==> config.mk <==
export PLATFORM = sky130hd
export DESIGN_NAME = add8_err_scan_ctrl
export DESIGN_NICKNAME = d
export VERILOG_FILES = /design/src/rtl/add8_err_scan_ctrl_pkg.sv /design/src/rtl/add8_err_scan_ctrl_acc.sv /design/src/rtl/add8_err_scan_ctrl.sv
export SDC_FILE = /design/constraint.sdc
export NUM_CORES = 1
export LEC_CHECK = 0
export ABC_AREA = 1
export CORE_MARGIN = 2
export CORE_UTILIZATION = 42
export CTS_BUF_LIST = sky130_fd_sc_hd__clkbuf_8 sky130_fd_sc_hd__clkbuf_16
export CTS_CLUSTER_SIZE = 8
export DETAILED_ROUTE_END_ITERATION = 8
export PLACE_DENSITY_LB_ADDON = 0.3
export SYNTH_ARGS = -nofsm -noshare
export SYNTH_HDL_FRONTEND = slang
export SYNTH_SLANG_ARGS = --single-unit
export TNS_END_PERCENT = 10
==> constraint.sdc <==
create_clock -name clk -period 4.4 [get_ports clk]
set_input_delay 1.32 -clock clk [delete_from_list [all_inputs] [get_ports clk]]
set_output_delay 1.32 -clock clk [all_outputs]
set_load 0.01 [all_outputs]
==> src/rtl/add8_err_scan_ctrl_pkg.sv <==
// add8_scan_pkg: shared state encoding and width helpers for the adder error scanner
package add8_scan_pkg;

    typedef enum logic [1:0] {IDLE, RUN, DRAIN, DONE} state_t;

    function automatic int res_w(input int w);
        return w + 1;
    endfunction

    function automatic int cnt_w(input int w);
        return 2 * w + 1;
    endfunction

    function automatic int sum_w(input int w);
        return 3 * w + 1;
    endfunction

    localparam int DEF_W = 8;
    localparam int RES_W = res_w(DEF_W);
    localparam int CNT_W = cnt_w(DEF_W);
    localparam int SUM_W = sum_w(DEF_W);

endpackage

==> src/rtl/add8_err_scan_ctrl_acc.sv <==
// add8_err_metric_acc: compare stage plus error-metric accumulators
module add8_err_metric_acc
    import add8_scan_pkg::*;
#(
    parameter int W = 8
) (
    input  logic                  clk,
    input  logic                  rst,
    input  logic                  clear,
    input  logic                  flush,
    input  logic                  valid,
    input  logic [W:0]            exact,
    input  logic [W:0]            approx,
    output logic [sum_w(W)-1:0]   abs_err_sum,
    output logic [res_w(W)-1:0]   wce,
    output logic [cnt_w(W)-1:0]   err_cnt
);

    localparam int SW = sum_w(W);
    localparam int CW = cnt_w(W);

    logic [W:0] diff_c;
    logic [W:0] diff;
    logic       mis;
    logic       cv;

    assign diff_c = approx >= exact ? approx - exact : exact - approx;

    // Compare stage: approx is only looked at when its pair is valid
    always_ff @(posedge clk) begin
        if (rst || clear || flush) begin
            cv   <= 1'b0;
            diff <= '0;
            mis  <= 1'b0;
        end else begin
            cv   <= valid;
            diff <= valid ? diff_c : '0;
            mis  <= valid && (approx != exact);
        end
    end

    // Accumulate stage: frozen on abort so partial results stay visible
    always_ff @(posedge clk) begin
        if (rst || clear) begin
            abs_err_sum <= '0;
            wce         <= '0;
            err_cnt     <= '0;
        end else if (cv && !flush) begin
            abs_err_sum <= abs_err_sum + SW'(diff);
            err_cnt     <= err_cnt + CW'(mis);
            wce         <= diff > wce ? diff : wce;
        end
    end

endmodule

==> src/rtl/add8_err_scan_ctrl.sv <==
// add8_err_scan_ctrl: exhaustive operand sequencer and error-metric collector for an external adder
module add8_err_scan_ctrl
    import add8_scan_pkg::*;
#(
    parameter int W       = 8,
    parameter int DUT_LAT = 0
) (
    input  logic                  clk,
    input  logic                  rst,
    input  logic                  start,
    input  logic                  abort,
    output logic [W-1:0]          op_a,
    output logic [W-1:0]          op_b,
    input  logic [W:0]            approx_sum,
    output logic                  busy,
    output logic                  done,
    output logic [sum_w(W)-1:0]   abs_err_sum,
    output logic [res_w(W)-1:0]   wce,
    output logic [cnt_w(W)-1:0]   err_cnt
);

    localparam logic [2*W-1:0] K_PEN = {{(2*W-1){1'b1}}, 1'b0};

    state_t         state, state_n;
    logic [2*W-1:0] k, k_n;
    logic           iv, iv_n;
    logic           clear;
    logic           kill;
    logic           vd;
    logic           pend;
    logic [W-1:0]   ad, bd;

    assign {op_a, op_b} = k;
    assign busy = state == RUN || state == DRAIN;
    assign done = state == DONE;
    assign kill = busy && abort;

    // State, index and issue-valid registers
    always_ff @(posedge clk) begin
        if (rst) begin
            state <= IDLE;
            k     <= '0;
            iv    <= 1'b0;
        end else begin
            state <= state_n;
            k     <= k_n;
            iv    <= iv_n;
        end
    end

    // Next state: the last pair is loaded on the edge that leaves RUN
    always_comb begin
        state_n = state;
        k_n     = k;
        iv_n    = 1'b0;
        clear   = 1'b0;
        case (state)
            IDLE: if (start) begin
                state_n = RUN;
                k_n     = '0;
                iv_n    = 1'b1;
                clear   = 1'b1;
            end
            RUN: if (abort) begin
                state_n = IDLE;
            end else begin
                iv_n    = 1'b1;
                k_n     = k + 1'b1;
                state_n = k == K_PEN ? DRAIN : RUN;
            end
            DRAIN: begin
                k_n     = '0;
                state_n = abort ? IDLE : (pend ? DRAIN : DONE);
            end
            default: state_n = IDLE;
        endcase
    end

    generate
        if (DUT_LAT == 0) begin : g_nodly
            assign vd   = iv;
            assign ad   = op_a;
            assign bd   = op_b;
            assign pend = iv;
        end else begin : g_dly
            logic [DUT_LAT-1:0] vp;
            logic [W-1:0]       ap [DUT_LAT];
            logic [W-1:0]       bp [DUT_LAT];
            // Valid delay line matching the adder latency; emptied on abort
            always_ff @(posedge clk) begin
                if (rst || kill) begin
                    vp <= '0;
                end else begin
                    vp[0] <= iv;
                    for (int i = 1; i < DUT_LAT; i++) vp[i] <= vp[i-1];
                end
            end
            // Operand copies travel alongside their valid bits
            always_ff @(posedge clk) begin
                ap[0] <= op_a;
                bp[0] <= op_b;
                for (int i = 1; i < DUT_LAT; i++) begin
                    ap[i] <= ap[i-1];
                    bp[i] <= bp[i-1];
                end
            end
            assign vd   = vp[DUT_LAT-1];
            assign ad   = ap[DUT_LAT-1];
            assign bd   = bp[DUT_LAT-1];
            assign pend = iv | (|vp);
        end
    endgenerate

    add8_err_metric_acc #(.W(W)) u_acc (
        .clk         (clk),
        .rst         (rst),
        .clear       (clear),
        .flush       (kill),
        .valid       (vd),
        .exact       ({1'b0, ad} + {1'b0, bd}),
        .approx      (approx_sum),
        .abs_err_sum (abs_err_sum),
        .wce         (wce),
        .err_cnt     (err_cnt)
    );

endmodule

==> metrics.md, run 1 <==
| Metric | Value |
|---|---|
| Clock share of power | `45.1%` |
| CP Max Fanout | `9` |
| Mux contribution to synthesized area | `0%` |
| RSZ-0062 raised after global routing | `no` |
| Area leader, netlist | `dfxtp_1` |
| TNS Setup | `0 ns` |
| Cell Rows | `between 40 and 50` |
| Maximum number of pins on one net before global-route repair | `37` |
| Total CTS buffers | `9` |
| Outcome | `complete, no violations` |
| Die H | `122 microns` |
| FF+latch count, synth | `81` |
| WP depth | `15` |
| Fin crit period | `3.20 ns` |
| Worst-Skew Late Latency | `0.35 ns` |
| Internal Power | `1300 uW` |
| Clk sinks | `81` |
| Number of inserted diodes | `0` |
| Final hold violations | `0` |
| Hold Path Stages | `2` |
| Buffers on Ports | `81` |
| Global Route Usage Sum | `19.3%` |
| Max-slew violation count | `0` |
| Initial antenna violation count | `0` |
| Overall power | `1760 uW` |
| TritonRoute pass-1 iters | `4` |
| CP required | `4.67 ns` |
| Hold Slack | `0.490 ns` |
| Critical Path Max Stage Delay | `0.49 ns` |
| Count of cell types in the netlist | `41` |
| DRT antenna net count | `0` |
| Number of global-route vias before repair | `5,190` |
| Switching part of the total | `a little over a quarter` |
| Post-Syn Nets | `991` |
| Worst clock skew | `0.00931 ns` |
| Top Family by Delay on Critical Path | `adder cells` |
| Die area | `14,900 sq um` |
| TritonCTS clock tree | `yes` |
| LEAKAGE | `0.00332 uW` |
| Core ar. | `13,700 sq um` |
| VDD IR max | `0.000176 V` |
| Slowest CP cell | `dfxtp_1` |
| Die X | `122 microns` |
| DRC Markers | `0` |
| Leading cell type in the layout, fill and taps excluded | `nand2_1` |
| FILL cells | `1,381` |
| Worst-Margin Slew | `0.476 ns` |
| Final layout net count | `between 1,000 and 1,500` |
| Final core utilization | `52.0%` |
| # setup viols final | `0` |
| Share of cells above drive strength 1 | `under 10%` |
| Comb pwr share | `around 12%` |
| Adder-cell share of the synthesized area | `12.3%` |
| Yosys warns | `0` |
| Max frequency | `312 MHz` |
| Synth top area cells | `dfxtp_1 28%, nand2_1 17%, ha_1 11%` |
| Crit Path Class | `flip-flop to flip-flop` |
| Compound-cell area share of the yosys netlist | `10.8%` |
| PD cells | `247 nW/um^2` |
| CP arrival | `3.47 ns` |
| Seq/Total Area, Yosys | `27.8%` |
| Simple-gate share of the synthesized area | `34.9%` |
| Clock transition at path regs | `0.06 ns` |
| Largest family of logic cells by synthesized area | `simple AND/OR/NAND/NOR gates` |
| H-tree depth | `3` |
| PostCTS Resize Cnt | `0` |
| Grt ovf | `0` |
| Post-synthesis cell count | `around 920` |
| Gp weighted congestion | `0.905` |
| Starting DRT DRC Count | `300` |
| Max-Cap Viols | `0` |
| Vias post-DR | `roughly 5,700` |
| Period utilization | `72.8%` |
| First-pass GRT wire length | `about 23,000 microns` |
| Part of the power in registers | `42.7%` |
| Synth Area in XOR/XNOR | `2.85%` |
| WL/cell | `approximately 11 microns` |
| Most frequent cells in the layout | `260 x nand2_1, 152 x inv_1, 109 x nor2_1` |
| Syn-to-layout area delta | `22.1%` |
| Top cell type's share of synthesized area | `27.8%` |
| Top Ports | `between 80 and 90` |
| Area post-placement | `6810 sq um` |
| Critical Path, Cell by Cell | `ha_1 > inv_1 > fa_1 > nor3_1 > o21ai_0 > nand2_1 > inv_1 > ha_1 > nand2_1 > nand2_1 > a21oi_1 > nand4_4 > inv_4 > nand2_1 > a21oi_1` |
| Relative slew slack | `68.1%` |
| Psw | `between 400 and 500 uW` |
| Netlist Area Pre-Place | `5840 sq um` |
| Min-Delay Path Class | `flip-flop to flip-flop` |
| Critical Path End Type | `flip-flop` |
| Post-CTS Setup Bufs | `0` |
| Final WL | `13,700 microns` |
| Synth Area per Inst | `about 6.3 sq um` |
| Crit path launch type | `flip-flop` |
| CTS Hold Bufs | `0` |
| Initial core utilization | `42.6%` |
| CP Buf/Inv Count | `3` |
| Root Buffer | `clkbuf_16` |
| DR vias/cell | `4.78` |
| Hpwl dp | `10,600 microns` |
| Post-layout instance area | `7130 sq um` |
| Most frequent CP cell | `nand2_1` |
| Reg2Reg Depth | `15` |
| Clk buf depth | `2` |
## Yosys cell counts, drive strengths merged
cell / number
xor2: 15
or2: 1
dfxtp: 81
xnor2: 4
nor4: 3
o21bai: 4
inv: 155
o21ai: 28
fa: 4
a21boi: 1
nand4: 11
ha: 51
nor3b: 3
nor2: 115
nand3: 64
nor3: 15
o21a: 3
clkbuf: 5
nand2: 265
o211ai: 1
nand3b: 1
a41oi: 1
o22ai: 1
or3: 1
buf: 10
a21oi: 78
and3: 2
## routing by layer
metal / wire (microns) / vias to the layer above / track usage [%] / share of wire, %
met3: 611 / 17 / 3.93 / 4.5
met5: 0 / - / 0 / 0
met4: 237 / 0 / 6.68 / 1.7
li1: - / 3064 / - / -
met1: 6640 / 2480 / 24.9 / 49
met2: 6160 / 123 / 32.1 / 45
## area by class of cell
class                   instances  area [sq um]  share of cell area, %
multi-input cells             672          3550                   49.8
clock inverters                 5          61.3                  0.860
flip-flops and latches         81          1620                   22.7
clock buffers                  11           253                   3.55
well taps                     180           225                   3.16
inverters                     155           584                   8.20
repair buffers                 84           833                   11.7
## flip-flops by register name, summed over array words and instances (netlist names), 2 cells and up
name	cells
u_acc.abs_err_sum	25
u_acc.err_cnt	17
k	16
u_acc.diff	9
u_acc.wce	9
state	2
## logic make-up (layout without fill, tap and decap cells)
group | after synthesis | count (layout)
simple gates | 481 | 481
buf+inv | 170 | 255
compound gates | 117 | 117
flops | 81 | 81
fa+ha+maj | 55 | 55
xor+xnor | 19 | 19
## power by group through the flow
stage,Combinational [uW],Sequential (uW),Clock [uW]
6_report,216,753,795
3_3_place_gp,214,770,0
4_1_cts,216,754,812
2_1_floorplan,157,769,0
3_5_place_dp,215,770,0
5_1_grt,245,755,837
## path summary, 6_finish.rpt
path | start | to | slack [ns]
max | k[0] | u_acc.diff[6] | 1.20
min | u_acc.err_cnt[12] | u_acc.err_cnt[12] | 0.49
max reg2reg | k[0] | u_acc.diff[6] | 1.20
min reg2reg | u_acc.err_cnt[12] | u_acc.err_cnt[12] | 0.49
## metrics by stage
| stage | cells | setup WS [ns] |
|---|---|---|
| after floorplan | 923 | 1.63 |
| after global placement | 1172 | 1.10 |
| after detailed placement | 1172 | 1.08 |
| after CTS | 1188 | 1.18 |
| after global routing | 1188 | 0.854 |
| final | 1188 | 1.20 |
## tightest hold or removal path: cells and delay by family, from the launching register on
kind,cells,cell delay (ns)
DFF,1,0.34
buffers and inverters,1,0.06
AOI/OAI and AO/OA,1,0.05
Power figures use the tool's default switching activity.
==> inputs of run 2 (changes only) <==
Clock period 4.4 ns to 2.96 ns, I/O delays scaled along.
==> metrics.md, run 2 (same netlist as run 1, synthesis figures left out) <==
| Metric | Value |
|---|---|
| Starting DRT DRC Count | `304 (was 300)` |
| Number of global-route vias before repair | `5,124 (was 5,190)` |
| Part of the power in registers | `42.8% (was 42.7%)` |
| Worst-Margin Slew | `0.459 ns (was 0.476 ns)` |
| Comb pwr share | `13.0% (was 12.2%)` |
| Final WL | `14,300 microns (was 13,700 microns)` |
| CP required | `3.24 ns (was 4.67 ns)` |
| FILL cells | `1,422 (was 1,381)` |
| Outcome | `complete, no violations (unchanged)` |
| H-tree depth | `3 (unchanged)` |
| DRT antenna net count | `0 (unchanged)` |
| Initial core utilization | `42.6% (unchanged)` |
| Top layer in use | `met4 (unchanged)` |
| Cell Rows | `43 (unchanged)` |
| VDD IR max | `0.000255 V (was 0.000176 V)` |
| Hold Slack | `0.494 ns (was 0.490 ns)` |
| Max frequency | `365 MHz (was 312 MHz)` |
| CTS Hold Bufs | `0 (unchanged)` |
| Global Route Usage Sum | `19.8% (was 19.3%)` |
| TritonRoute pass-1 iters | `7 (was 4)` |
| WL/cell | `11.9 microns (was 11.5 microns)` |
| Root Buffer | `clkbuf_16 (unchanged)` |
| Met3 routed WL | `676 microns (was 611 microns)` |
| DR vias/cell | `4.85 (was 4.78)` |
| Fin crit period | `2.74 ns (was 3.20 ns)` |
| DR WL met2 | `6680 microns (was 6160 microns)` |
| Top Ports | `82 (unchanged)` |
| Vias post-DR | `5,836 (was 5,684)` |
| Crit Path Class | `flip-flop to flip-flop (unchanged)` |
| Clock share of power | `44.1% (was 45.1%)` |
| Die H | `122 microns (unchanged)` |
| Clock transition at path regs | `0.07 ns (was 0.06 ns)` |
| TritonCTS clock tree | `yes (unchanged)` |
| Die X | `122 microns (unchanged)` |
| Hpwl dp | `11,100 microns (was 10,600 microns)` |
| TNS Setup | `0 ns (unchanged)` |
| Critical Path End Type | `flip-flop (unchanged)` |
| Placement Setup Slack | `0.107 ns (was 1.08 ns)` |
| Initial antenna violation count | `0 (unchanged)` |
| Total CTS buffers | `9 (unchanged)` |
| Max-Cap Viols | `0 (unchanged)` |
| Worst clock skew | `0.00992 ns (was 0.00931 ns)` |
| Core ar. | `13,700 sq um (unchanged)` |
| Die area | `14,900 sq um (unchanged)` |
| Clk buf depth | `2 (unchanged)` |
| Min-Delay Path Class | `flip-flop to flip-flop (unchanged)` |
| Crit path launch type | `flip-flop (unchanged)` |
| LEAKAGE | `0.00339 uW (was 0.00332 uW)` |
| Internal Power | `1890 uW (was 1300 uW)` |
| Clk sinks | `81 (unchanged)` |
| Area post-placement | `6930 sq um (was 6810 sq um)` |
| Grt ovf | `0 (unchanged)` |
| Final hold violations | `0 (unchanged)` |
| CP arrival | `3.02 ns (was 3.47 ns)` |
| Max-slew violation count | `0 (unchanged)` |
| DRC Markers | `0 (unchanged)` |
| Min setup slack post-route | `0.218 ns (was 1.20 ns)` |
| M1 WL | `6740 microns (was 6640 microns)` |
| Psw | `717 uW (was 467 uW)` |
| Worst-Skew Late Latency | `0.35 ns (about the same)` |
| Max reg flops | `25 (unchanged)` |
| Switching part of the total | `27.5% (was 26.5%)` |
| Share of cells above drive strength 1 | `6.93% (was 3.97%)` |
| # setup viols final | `0 (unchanged)` |
| Relative slew slack | `69.3% (was 68.1%)` |
| Maximum number of pins on one net before global-route repair | `34 (was 37)` |
| Reg with most FFs | `u_acc.abs_err_sum (unchanged)` |
| Leading cell type in the layout, fill and taps excluded | `nand2_1 (unchanged)` |
| CP Max Fanout | `8 (was 9)` |
| Overall power | `2610 uW (was 1760 uW)` |
| First-pass GRT wire length | `23,600 microns (was 23,300 microns)` |
| Post-layout instance area | `7320 sq um (was 7130 sq um)` |
| PD cells | `357 nW/um^2 (was 247 nW/um^2)` |
| Most frequent cells in the layout | `260 x nand2_1, 152 x inv_1, 107 x nor2_1 (was 260 x nand2_1, 152 x inv_1, 109 x nor2_1)` |
| Syn-to-layout area delta | `25.3% (was 22.1%)` |
| Period utilization | `92.6% (was 72.8%)` |
| Regs by FF count | `u_acc.abs_err_sum x25, u_acc.err_cnt x17, k x16 (unchanged)` |
| Final layout net count | `1,087 (was 1,071)` |
| Gp weighted congestion | `0.917 (was 0.905)` |
| Number of inserted diodes | `0 (unchanged)` |
| Buffers on Ports | `81 (unchanged)` |
==> run 2: power groups by stage <==
stage               Clock (uW)  Sequential [uW]  Combinational [uW]
floorplan                    0             1140                 233
global placement             0             1140                 331
detailed placement           0             1140                 334
CTS                       1180             1120                 335
global route              1220             1120                 387
finish                    1150             1120                 340
==> run 2: timing repair <==
action,4_1_cts,5_1_grt
setup buffers,0,1
endpoints found under the setup margin,0,8
resized for setup,0,19
==> run 2: layout make-up <==
| class | count | area [sq um] | share of cell area [%] |
|---|---|---|---|
| Clock inverter | 7 | 77.6 | 1.06 |
| Tap cell | 180 | 225 | 3.08 |
| Inverter | 155 | 584 | 7.99 |
| Sequential cell | 81 | 1620 | 22.2 |
| Clock buffer | 9 | 225 | 3.08 |
| Multi-Input combinational cell | 673 | 3620 | 49.5 |
| Timing Repair Buffer | 99 | 958 | 13.1 |
==> run 2: critical path, stage by stage (launching register included) <==
cell and delay [ns]:
dfxtp_1 0.37, ha_1 0.37, inv_1 0.09, nor3_1 0.18, nand2_1 0.07, o211ai_1 0.10
xnor2_1 0.17, inv_1 0.07, ha_1 0.37, nand2_1 0.14, inv_1 0.08, a21oi_4 0.20
nand4_4 0.16, inv_4 0.13, nand2_1 0.06, a21oi_1 0.11
==> run 2: final timing paths <==
path              cells past startpoint           endpoint  slack (ns)               from
hold reg to reg                       2  u_acc.err_cnt[12]        0.49  u_acc.err_cnt[12]
hold / removal                        2  u_acc.err_cnt[12]        0.49  u_acc.err_cnt[12]
setup / recovery                     15      u_acc.diff[6]        0.22               k[4]
setup reg to reg                     15      u_acc.diff[6]        0.22               k[4]
==> run 2: per-stage QoR <==
| stage | util [%] | instances |
|---|---|---|
| global placement | 50.5 | 1186 |
| CTS | 52.7 | 1202 |
| detailed placement | 50.5 | 1186 |
| finish | 53.3 | 1204 |
| floorplan | - | 923 |
| global route | 53.3 | 1204 |
==> run 2: per-layer routing <==
metal	vias to the layer above	global-route usage (%)
li1	3098	-
met2	135	32.7
met5	-	0
met4	0	6.11
met3	16	4.49
met1	2587	25.7
